[src/rtl/pipe_cla_adder.sv]
// Pipelined adder/subtractor built from 4-bit carry-lookahead groups. Groups are
// spread over STAGES register stages and carry ripples from group to group.
module pipe_cla_adder #(
    parameter int unsigned WIDTH  = 16,
    parameter int unsigned STAGES = 2
) (
    input  logic             clk,
    input  logic             rst_n,
    input  logic             in_valid,
    output logic             in_ready,
    input  logic [WIDTH-1:0] inA,
    input  logic [WIDTH-1:0] inB,
    input  logic             Cin,
    input  logic             sub,
    output logic             out_valid,
    input  logic             out_ready,
    output logic [WIDTH-1:0] Sum,
    output logic             Cout,
    output logic             Ofl,
    output logic             Zero
);

    localparam int unsigned NG = WIDTH / 4;
    // Operand registers only feed later stages, so the last stage needs none.
    localparam int unsigned PD = (STAGES > 1) ? STAGES - 1 : 1;

    function automatic int unsigned stage_of(input int unsigned g);
        return (g * STAGES) / NG;
    endfunction

    // Returns {carry into bit 3, group carry out, 4-bit sum}.
    function automatic logic [5:0] cla4(input logic [3:0] a, input logic [3:0] b,
                                        input logic ci);
        logic [3:0] p;
        logic [3:0] gn;
        logic [3:0] c;
        logic       gg;
        logic       pg;
        p    = a ^ b;
        gn   = a & b;
        c[0] = ci;
        c[1] = gn[0] | (p[0] & ci);
        c[2] = gn[1] | (p[1] & gn[0]) | (p[1] & p[0] & ci);
        c[3] = gn[2] | (p[2] & gn[1]) | (p[2] & p[1] & gn[0]) | (p[2] & p[1] & p[0] & ci);
        gg   = gn[3] | (p[3] & gn[2]) | (p[3] & p[2] & gn[1]) | (p[3] & p[2] & p[1] & gn[0]);
        pg   = &p;
        return {c[3], gg | (pg & ci), p ^ c};
    endfunction

    logic [STAGES-1:0] valid_q, valid_d;
    logic [STAGES-1:0] carry_q, carry_d;
    logic [STAGES-1:0] cmsb_q, cmsb_d;
    logic [WIDTH-1:0]  sum_q [STAGES];
    logic [WIDTH-1:0]  sum_d [STAGES];
    logic [WIDTH-1:0]  a_q   [PD];
    logic [WIDTH-1:0]  a_d   [PD];
    logic [WIDTH-1:0]  b_q   [PD];
    logic [WIDTH-1:0]  b_d   [PD];
    logic              ofl_q, ofl_d;
    logic              zero_q, zero_d;
    logic [STAGES-1:0] load_en;

    // A stage loads when empty or when its contents leave in the same cycle.
    always_comb begin : enable_comb
        logic nxt;
        load_en = '0;
        nxt     = out_ready;
        for (int k = int'(STAGES) - 1; k >= 0; k--) begin
            load_en[k] = ~valid_q[k] | nxt;
            nxt        = load_en[k];
        end
    end

    always_comb begin : stage_comb
        logic [WIDTH-1:0] a_v;
        logic [WIDTH-1:0] b_v;
        logic [WIDTH-1:0] s_v;
        logic             c_v;
        logic             cm_v;
        logic             v_v;
        logic [5:0]       r_v;
        int unsigned      rk;
        int unsigned      wk;
        valid_d = valid_q;
        carry_d = carry_q;
        cmsb_d  = cmsb_q;
        ofl_d   = ofl_q;
        zero_d  = zero_q;
        for (int unsigned k = 0; k < STAGES; k++) sum_d[k] = sum_q[k];
        for (int unsigned k = 0; k < PD; k++) begin
            a_d[k] = a_q[k];
            b_d[k] = b_q[k];
        end
        a_v  = '0;
        b_v  = '0;
        s_v  = '0;
        c_v  = 1'b0;
        cm_v = 1'b0;
        v_v  = 1'b0;
        r_v  = '0;
        for (int unsigned k = 0; k < STAGES; k++) begin
            rk = (k == 0) ? 0 : k - 1;
            wk = (k < PD) ? k : 0;
            if (k == 0) begin
                a_v  = inA;
                b_v  = sub ? ~inB : inB;
                c_v  = sub | Cin;
                s_v  = '0;
                cm_v = 1'b0;
                v_v  = in_valid;
            end else begin
                a_v  = a_q[rk];
                b_v  = b_q[rk];
                c_v  = carry_q[rk];
                s_v  = sum_q[rk];
                cm_v = cmsb_q[rk];
                v_v  = valid_q[rk];
            end
            for (int unsigned g = 0; g < NG; g++) begin
                if (stage_of(g) == k) begin
                    r_v            = cla4(a_v[4*g +: 4], b_v[4*g +: 4], c_v);
                    s_v[4*g +: 4]  = r_v[3:0];
                    c_v            = r_v[4];
                    if (g == NG - 1) cm_v = r_v[5];
                end
            end
            if (load_en[k]) begin
                valid_d[k] = v_v;
                carry_d[k] = c_v;
                cmsb_d[k]  = cm_v;
                sum_d[k]   = s_v;
                if (k + 1 < STAGES) begin
                    a_d[wk] = a_v;
                    b_d[wk] = b_v;
                end
                if (k == STAGES - 1) begin
                    ofl_d  = cm_v ^ c_v;
                    zero_d = (s_v == '0);
                end
            end
        end
    end

    always_ff @(posedge clk or negedge rst_n) begin
        if (!rst_n) begin
            valid_q <= '0;
            carry_q <= '0;
            cmsb_q  <= '0;
            ofl_q   <= 1'b0;
            zero_q  <= 1'b0;
            for (int unsigned k = 0; k < STAGES; k++) sum_q[k] <= '0;
            for (int unsigned k = 0; k < PD; k++) begin
                a_q[k] <= '0;
                b_q[k] <= '0;
            end
        end else begin
            valid_q <= valid_d;
            carry_q <= carry_d;
            cmsb_q  <= cmsb_d;
            ofl_q   <= ofl_d;
            zero_q  <= zero_d;
            for (int unsigned k = 0; k < STAGES; k++) sum_q[k] <= sum_d[k];
            for (int unsigned k = 0; k < PD; k++) begin
                a_q[k] <= a_d[k];
                b_q[k] <= b_d[k];
            end
        end
    end

    assign in_ready  = load_en[0];
    assign out_valid = valid_q[STAGES-1];
    assign Sum       = sum_q[STAGES-1];
    assign Cout      = carry_q[STAGES-1];
    assign Ofl       = ofl_q;
    assign Zero      = zero_q;

endmodule

[config.mk]
export PLATFORM = sky130hd
export DESIGN_NAME = pipe_cla_adder
export DESIGN_NICKNAME = d
export VERILOG_FILES = /design/src/rtl/pipe_cla_adder.sv
export SDC_FILE = /design/constraint.sdc
export NUM_CORES = 1
export LEC_CHECK = 0
export CAP_MARGIN = 15
export CORE_AREA = 2 2 80 82
export CTS_CLUSTER_SIZE = 10
export DETAILED_ROUTE_END_ITERATION = 10
export DIE_AREA = 0 0 82 84
export GPL_ROUTABILITY_DRIVEN = 0
export PLACE_DENSITY = 0.75
export SLEW_MARGIN = 10
export SYNTH_ARGS = -nofsm -noshare
export SYNTH_HDL_FRONTEND = slang
export SYNTH_SLANG_ARGS = --single-unit
[constraint.sdc]
create_clock -name clk -period 3.45 [get_ports clk]
set_input_delay 0.69 -clock clk [delete_from_list [all_inputs] [get_ports clk]]
set_output_delay 0.69 -clock clk [all_outputs]
set_load 0.01 [all_outputs]
==> summary.md, run 1 <==
| Metric | Value |
|---|---|
| Portion of the post-synthesis area used by sequential elements | `0.458` |
| Top cell type's share of synthesized area | `0.458` |
| Ports | `59` |
| Number of nets in the finished design | `365` |
| Arrival time at the worst endpoint | `2.17 ns` |
| Cells along the critical path | `clkdlybuf4s50_1, nor2b_1, and2_1, inv_1, clkdlybuf4s50_1` |
| Dpl cell area | `0.00314 mm²` |
| Routed wire length | `4550 µm` |
| Detailed-route DRC error count | `0` |
| Detailed Route Iter0 Violations | `93` |
| Part of the total power dissipated in sequential elements | `0.428` |
| Share of total power in the clock network | `0.217` |
| Net load switching power | `0.000542 W` |
| Routed vias | `1839` |
| Period utilisation layout | `0.830` |
| IR drop worst, VDD | `293 µV` |
| Count of flip-flops with a built-in enable after synthesis | `0` |
| Number of port buffers | `58` |
| Dpl hpwl | `3600 µm` |
| Least-Margin Pin Slew | `0.961 ns` |
| Crit path max fanout | `7` |
| Leak | `1.44 nW` |
| Capture point of the critical path | `in_ready` |
| Final hold violation count | `0` |
| Clock slew at reported path FFs | `0.08 ns` |
| Cell area after layout | `0.00325 mm²` |
| Unrepaired setup endpoints after global routing | `false` |
| CP startpoint kind | `primary input` |
| Post-route antenna net violation count | `0` |
| Number of global-route vias before repair | `1869` |
| Via density per instance | `4.78` |
| Time the worst path needs with I/O delays and setup | `2.86 ns` |
| Data required time at the worst endpoint | `2.76 ns` |
| Cell chosen for the clock root | `sky130_fd_sc_hd__clkbuf_8` |
| Internal reg-to-reg setup slack | `0.97 ns` |
| Die Area | `0.00689 mm²` |
| Setup violations, final | `0` |
| Die Span Y | `84 µm` |
| Crit Reg-Reg Startpoint | `a_q[8]$_DFFE_PN0P_` |
| Kind of critical path | `in -> out` |
| Power share of the combinational group | `0.355` |
| Cell type of the slowest stage on the worst timing path | `sky130_fd_sc_hd__clkdlybuf4s50_1` |
| Synthesis Warnings | `0` |
| Biggest area contributors in the synthesized netlist | `sky130_fd_sc_hd__dfrtp_1 46%, sky130_fd_sc_hd__ha_1 8.0%, sky130_fd_sc_hd__nand2_1 7.0%` |
| Post-synthesis to final-layout area growth | `29.3%` |
| Count of cell types in the netlist | `40` |
| Cell type with the highest aggregate area in the netlist | `sky130_fd_sc_hd__dfrtp_1` |
| Maximum cell stage delay along the critical path | `0.49 ns` |
| Synthesized netlist cell count | `249` |
| Minimum setup slack after placement | `0.308 ns` |
| Width of the die | `82 µm` |
| Logic depth of the worst setup path including buffers | `5` |
| Leading cell type by number of instances after synthesis | `sky130_fd_sc_hd__nand2_1` |
| Worst clock skew on the final layout | `0.00721 ns` |
| Effective utilization at floorplan | `0.413` |
| Clock latency of the later-clocked register in the worst-skew pair | `0.29 ns` |
| Outcome | `completed` |
| Number of violations of the max-capacitance limit | `0` |
| Share of synthesized registers carrying an async set or reset | `1.00` |
| #FFs+latches synth | `46` |
| Max-slew violation count | `0` |
| Routed wire per std cell | `11.8 µm` |
| Post-Synthesis Mean Instance Area | `10.1 µm²` |
| Mapped Area | `0.00251 mm²` |
| Global-route wire length before repair | `7980 µm` |
| Total GRT Usage | `0.148` |
| Floorplan Core Area | `0.00610 mm²` |
| Setup ws final | `0.588 ns` |
| Number of antenna cells inserted | `0` |
| Max Buffers Root-to-Sink | `2` |
| Count of cells resized by post-cts repair | `0` |
| Most frequent CP cell | `sky130_fd_sc_hd__clkdlybuf4s50_1` |
| Share of post-route cells with drive strength above 1 | `0.0909` |
| Crit path buffers/inverters | `3` |
| Maximum number of pins on one net before global-route repair | `47` |
| Sort of element at the end of the critical path | `output pin` |
| Total power density per cell area | `539 mW/mm²` |
| Nets in the synthesized netlist | `307` |
| Reg2reg path depth | `10` |
| Cell internal pwr | `0.00121 W` |
| Post-CTS Setup Inserts | `0` |
| Worst min-delay path class | `reg -> reg` |
| Pwr Total | `0.00175 W` |
| Number of buffers inserted by hold repair at cts | `0` |
| Clock Sinks | `46` |
| Slew margin rel. | `0.359` |
| Highest clock rate | `349 MHz` |
| Drt pass-1 iters | `4` |
| Number of antenna violations at the first check in global routing | `0` |
| Fraction of power spent switching nets | `0.310` |
| Clock tree from TritonCTS | `built` |
| Most common library cells after synthesis | `47 x sky130_fd_sc_hd__nand2_1, 46 x sky130_fd_sc_hd__dfrtp_1, 26 x sky130_fd_sc_hd__nor2_1, 18 x sky130_fd_sc_hd__a21oi_1, 17 x sky130_fd_sc_hd__xor2_1` |
| Crit Reg-Reg Endpoint | `Zero$_DFFE_PN0P_` |
| Grt ovf | `0` |
| Number of rows in the core area | `29` |
| Top flip-flop cell by instance count after synthesis | `sky130_fd_sc_hd__dfrtp_1` |
| Total Negative Setup Slacks | `0 ns` |
| Total CTS buffers | `5` |
| Number of levels the H-tree was split into | `2` |
| Worst Setup SP | `out_ready` |
| Top delay family on crit path | `buffers and inverters` |
## worst reg2reg max path: cells and delay by family, from the launching register on
family | cells | cell delay, ns
simple gates | 5 | 0.78
fa+ha+maj | 2 | 0.80
compound gates | 3 | 0.38
flops | 1 | 0.42
## power groups by stage
stage | clock network, W | logic (W) | registers, W
4_1_cts | 0.000396 | 0.000632 | 0.000752
5_1_grt | 0.000422 | 0.000700 | 0.000766
3_5_place_dp | 0 | 0.000628 | 0.000763
3_3_place_gp | 0 | 0.000614 | 0.000757
6_report | 0.000381 | 0.000622 | 0.000749
2_1_floorplan | 0 | 0.000330 | 0.000777
## layout by cell type (no fill, tap or decap), drive strengths merged, types with 2 or more instances in the layout
master	count
clkdlybuf4s50	57
nand2	47
dfrtp	46
nor2	26
a21oi	19
xor2	17
ha	16
xnor2	9
o21ai	8
inv	7
mux2	7
clkbuf	5
buf	5
nand2b	4
fa	4
nor2b	3
o31ai	3
a21boi	2
nor3	2
a31oi	2
clkinv	2
## worst min-delay path by stage
| stage | end | start | slack [ns] | cells past startpoint |
|---|---|---|---|---|
| floorplan | Ofl$_DFFE_PN0P_ | rst_n | 0.39 | 0 |
| global placement | valid_q[1]$_DFFE_PN0P_ | valid_q[0]$_DFFE_PN0P_ | 0.43 | 1 |
| detailed placement | Sum[4]$_DFFE_PN0P_ | Sum[4]$_DFFE_PN0P_ | 0.46 | 2 |
| CTS | Sum[4]$_DFFE_PN0P_ | Sum[4]$_DFFE_PN0P_ | 0.48 | 2 |
| global route | valid_q[1]$_DFFE_PN0P_ | valid_q[0]$_DFFE_PN0P_ | 0.49 | 1 |
| finish | Sum[0]$_DFFE_PN0P_ | Sum[0]$_DFFE_PN0P_ | 0.47 | 2 |
## per-layer routing
layer  global-route usage  vias to the layer above  routed length [µm]
met5                    0                        -                   0
met4               0.0545                        0                  82
met3               0.0292                        5                 244
met2                0.234                       47                2050
met1                0.197                      842                2170
li1                     -                      945                   -
## metrics by stage
| stage | util | instances | hold slack, ns |
|---|---|---|---|
| floorplan | - | 249 | 0.394 |
| global placement | 0.516 | 377 | 0.435 |
| detailed placement | 0.516 | 377 | 0.456 |
| CTS | 0.533 | 385 | 0.475 |
| global route | 0.533 | 385 | 0.485 |
| finish | 0.533 | 385 | 0.468 |
## flip-flops by register name (all words and copies together) (netlist names)
name	flops
Ofl	1
carry_q	2
b_q	8
stage_comb.s_v	8
Zero	1
Sum	16
a_q	8
valid_q	2
## cell type report
cell class | instances | area [µm²]
fillers | 587 | 2840
clock buffers | 5 | 68.8
clock inverters | 3 | 40.0
multi-input cells | 185 | 1260
flip-flops and latches | 46 | 1150
inverters | 7 | 26.3
well taps | 77 | 96.3
repair buffers | 62 | 606
## logic make-up after synthesis
| logic type | after synthesis | synth area share |
|---|---|---|
| mux | 8 | 0.0353 |
| flops | 46 | 0.458 |
| simple gates | 88 | 0.147 |
| xor+xnor | 26 | 0.0905 |
| buf+inv | 18 | 0.0398 |
| compound gates | 43 | 0.118 |
| fa+ha+maj | 20 | 0.111 |
(Power assumes the default switching activity.)
==> run 2: changes to the inputs <==
==> constraint.sdc (replaced) <==
create_clock -name clk -period 2.67 [get_ports clk]
set_input_delay 0.534 -clock clk [delete_from_list [all_inputs] [get_ports clk]]
set_output_delay 0.534 -clock clk [all_outputs]
set_load 0.01 [all_outputs]
==> run 2 against run 1 <==
  * Global-route usage rose by 0.65 points
  * Sequential share of layout area fell by 1.3 points
  * Clock-buffer cell count did not move
  * Utilization rose by 2.0 points
  * Combinational power rose by 35%
  * Clock skew barely moved
  * Critical path depth did not move
  * Die area did not move
  * Largest cell class unchanged
  * Routed wire length rose by 8.2%
  * Worst hold slack got worse by 0.21 ns
  * Via count rose by 2.8%
  * Clock power rose by 61%
  * Critical endpoint unchanged
==> summary.md, run 2 (synthesized netlist as in run 1, its figures left out) <==
| Metric | Value |
|---|---|
| Detailed-route DRC error count | `0` |
| Number of buffers inserted by hold repair at cts | `0` |
| Floorplan Core Area | `0.00610 mm²` |
| Most frequent cells in the layout | `56 x sky130_fd_sc_hd__clkdlybuf4s50_1, 47 x sky130_fd_sc_hd__nand2_1, 46 x sky130_fd_sc_hd__dfrtp_1` |
| Worst clock skew on the final layout | `0.00760 ns` |
| Cells along the critical path | `clkdlybuf4s50_1, nor2b_1, and2_1, inv_1, clkdlybuf4s50_1` |
| Number of global-route vias before repair | `1830` |
| Number of antenna cells inserted | `0` |
| Clock latency of the later-clocked register in the worst-skew pair | `0.30 ns` |
| Max-slew violation count | `0` |
| Time the worst path needs with I/O delays and setup | `2.43 ns` |
| Number of rows in the core area | `29` |
| Cell chosen for the clock root | `sky130_fd_sc_hd__clkbuf_8` |
| Effective utilization at floorplan | `0.413` |
| Grt ovf | `0` |
| Setup violations, final | `0` |
| Clock Sinks | `46` |
| WL met1 | `2350 µm` |
| Data required time at the worst endpoint | `2.14 ns` |
| Die Area | `0.00689 mm²` |
| Width of the die | `82 µm` |
| Slew margin rel. | `0.532` |
| Crit path buffers/inverters | `3` |
| Routed wire length | `4920 µm` |
| Highest metal layer with signal wires | `met4` |
| Length of routed met2 wiring | `2290 µm` |
| Routed wire per std cell | `12.4 µm` |
| Via density per instance | `4.78` |
| Sum of met3 wire segment lengths after detailed routing | `199 µm` |
| Largest register FFs | `16` |
| Area occupied by multi-input gates | `0.00127 mm²` |
| Final hold violation count | `0` |
| Number of antenna violations at the first check in global routing | `0` |
| Worst min-delay path class | `in -> async` |
| Outcome | `completed` |
| Max Buffers Root-to-Sink | `2` |
| Number of nets in the finished design | `376` |
| Number of violations of the max-capacitance limit | `0` |
| Leak | `1.52 nW` |
| Global-route wire length before repair | `8190 µm` |
| Number of levels the H-tree was split into | `2` |
| Highest clock rate | `411 MHz` |
| Sort of element at the end of the critical path | `output pin` |
| CP startpoint kind | `primary input` |
| Crit path max fanout | `2` |
| Maximum number of pins on one net before global-route repair | `39` |
| Drt pass-1 iters | `4` |
| Maximum cell stage delay along the critical path | `0.55 ns` |
| Top delay family on crit path | `buffers and inverters` |
| Total area of sequential cells | `0.00115 mm²` |
| Clock tree from TritonCTS | `built` |
| Least-Margin Pin Slew | `0.702 ns` |
| Worst hold margin | `0.263 ns` |
| Clock slew at reported path FFs | `0.08 ns` |
| Kind of critical path | `in -> out` |
| Commonest non-fill, non-tap cell in the layout | `sky130_fd_sc_hd__clkdlybuf4s50_1` |
| Period utilisation layout | `0.912` |
| Total power density per cell area | `719 mW/mm²` |
| Total CTS buffers | `5` |
| Detailed Route Iter0 Violations | `56` |
| Dpl hpwl | `3900 µm` |
| Ports | `59` |
| Arrival time at the worst endpoint | `1.90 ns` |
| Count of cells resized by post-cts repair | `0` |
| Number of port buffers | `58` |
| IR drop worst, VDD | `393 µV` |
| Unrepaired setup endpoints after global routing | `false` |
| Post-CTS Setup Inserts | `0` |
| Total GRT Usage | `0.154` |
| Most frequent CP cell | `sky130_fd_sc_hd__clkdlybuf4s50_1` |
| Share of post-route cells with drive strength above 1 | `0.125` |
| Die Span Y | `84 µm` |
| Worst Setup SP | `out_ready` |
| Number of filler cells placed in the layout | `543` |
| Total Negative Setup Slacks | `0 ns` |
| Cell type of the slowest stage on the worst timing path | `sky130_fd_sc_hd__clkdlybuf4s50_1` |
| Post-route antenna net violation count | `0` |
| Post-synthesis to final-layout area growth | `34.1%` |
| Crit Reg-Reg Startpoint | `a_q[8]$_DFFE_PN0P_` |
| Routed vias | `1891` |
-- run 2: worst register-to-register path: stages (launching register included) --
cell and delay [ns]:
sky130_fd_sc_hd__dfrtp_1 0.42, sky130_fd_sc_hd__ha_1 0.30, sky130_fd_sc_hd__a211oi_2 0.07, sky130_fd_sc_hd__nor2_1 0.20, sky130_fd_sc_hd__a21oi_2 0.10, sky130_fd_sc_hd__nor2b_1 0.13, sky130_fd_sc_hd__nor2_1 0.06, sky130_fd_sc_hd__fa_1 0.50
sky130_fd_sc_hd__nor4b_2 0.19, sky130_fd_sc_hd__nand4_1 0.13, sky130_fd_sc_hd__o41ai_2 0.20
-- run 2: metal layers --
layer / GRT usage / vias to the layer above
met5: 0 / -
met4: 0.0591 / 0
met3: 0.0325 / 8
met2: 0.244 / 45
met1: 0.204 / 867
li1: - / 971
-- run 2: worst paths after layout --
| kind | end | slack, ns | depth (start not counted) |
|---|---|---|---|
| hold reg to reg | valid_q[1]$_DFFE_PN0P_ | 0.46 | 1 |
| setup / recovery | in_ready | 0.24 | 5 |
| setup reg to reg | Zero$_DFFE_PN0P_ | 0.26 | 10 |
| min in group clk | valid_q[1]$_DFFE_PN0P_ | 0.46 | 1 |
| hold / removal | b_q[14]$_DFFE_PN0P_ | 0.26 | 1 |
| max in group asynchronous | Sum[3]$_DFFE_PN0P_ | 1.83 | 2 |
-- run 2: stage by stage --
step	power, W	instances	instance area [µm²]	utilization	worst slack [ns]
after CTS	0.00244	396	3360	0.552	0.0870
after global placement	0.00180	388	3230	0.529	-0.155
after detailed placement	0.00183	388	3230	0.529	-0.234
after floorplan	0.00143	249	2510	-	0.0376
after global routing	0.00259	396	3370	0.553	0.0600
final	0.00242	396	3370	0.553	0.235
-- run 2: final cells by class --
| cell class | count | share of cell area |
|---|---|---|
| Tap cell | 77 | 0.0286 |
| Inverter | 7 | 0.00779 |
| Clock inverter | 3 | 0.0204 |
| Sequential cell | 46 | 0.341 |
| Multi-Input combinational cell | 185 | 0.377 |
| Clock buffer | 5 | 0.0204 |
| Timing Repair Buffer | 73 | 0.205 |
-- run 2: report_power, final --
group | switching, W | internal [W]
Sequential | 0.000113 | 0.000859
Clock | 0.000237 | 0.000375
Combinational | 0.000388 | 0.000453
Total | 0.000738 | 0.00169
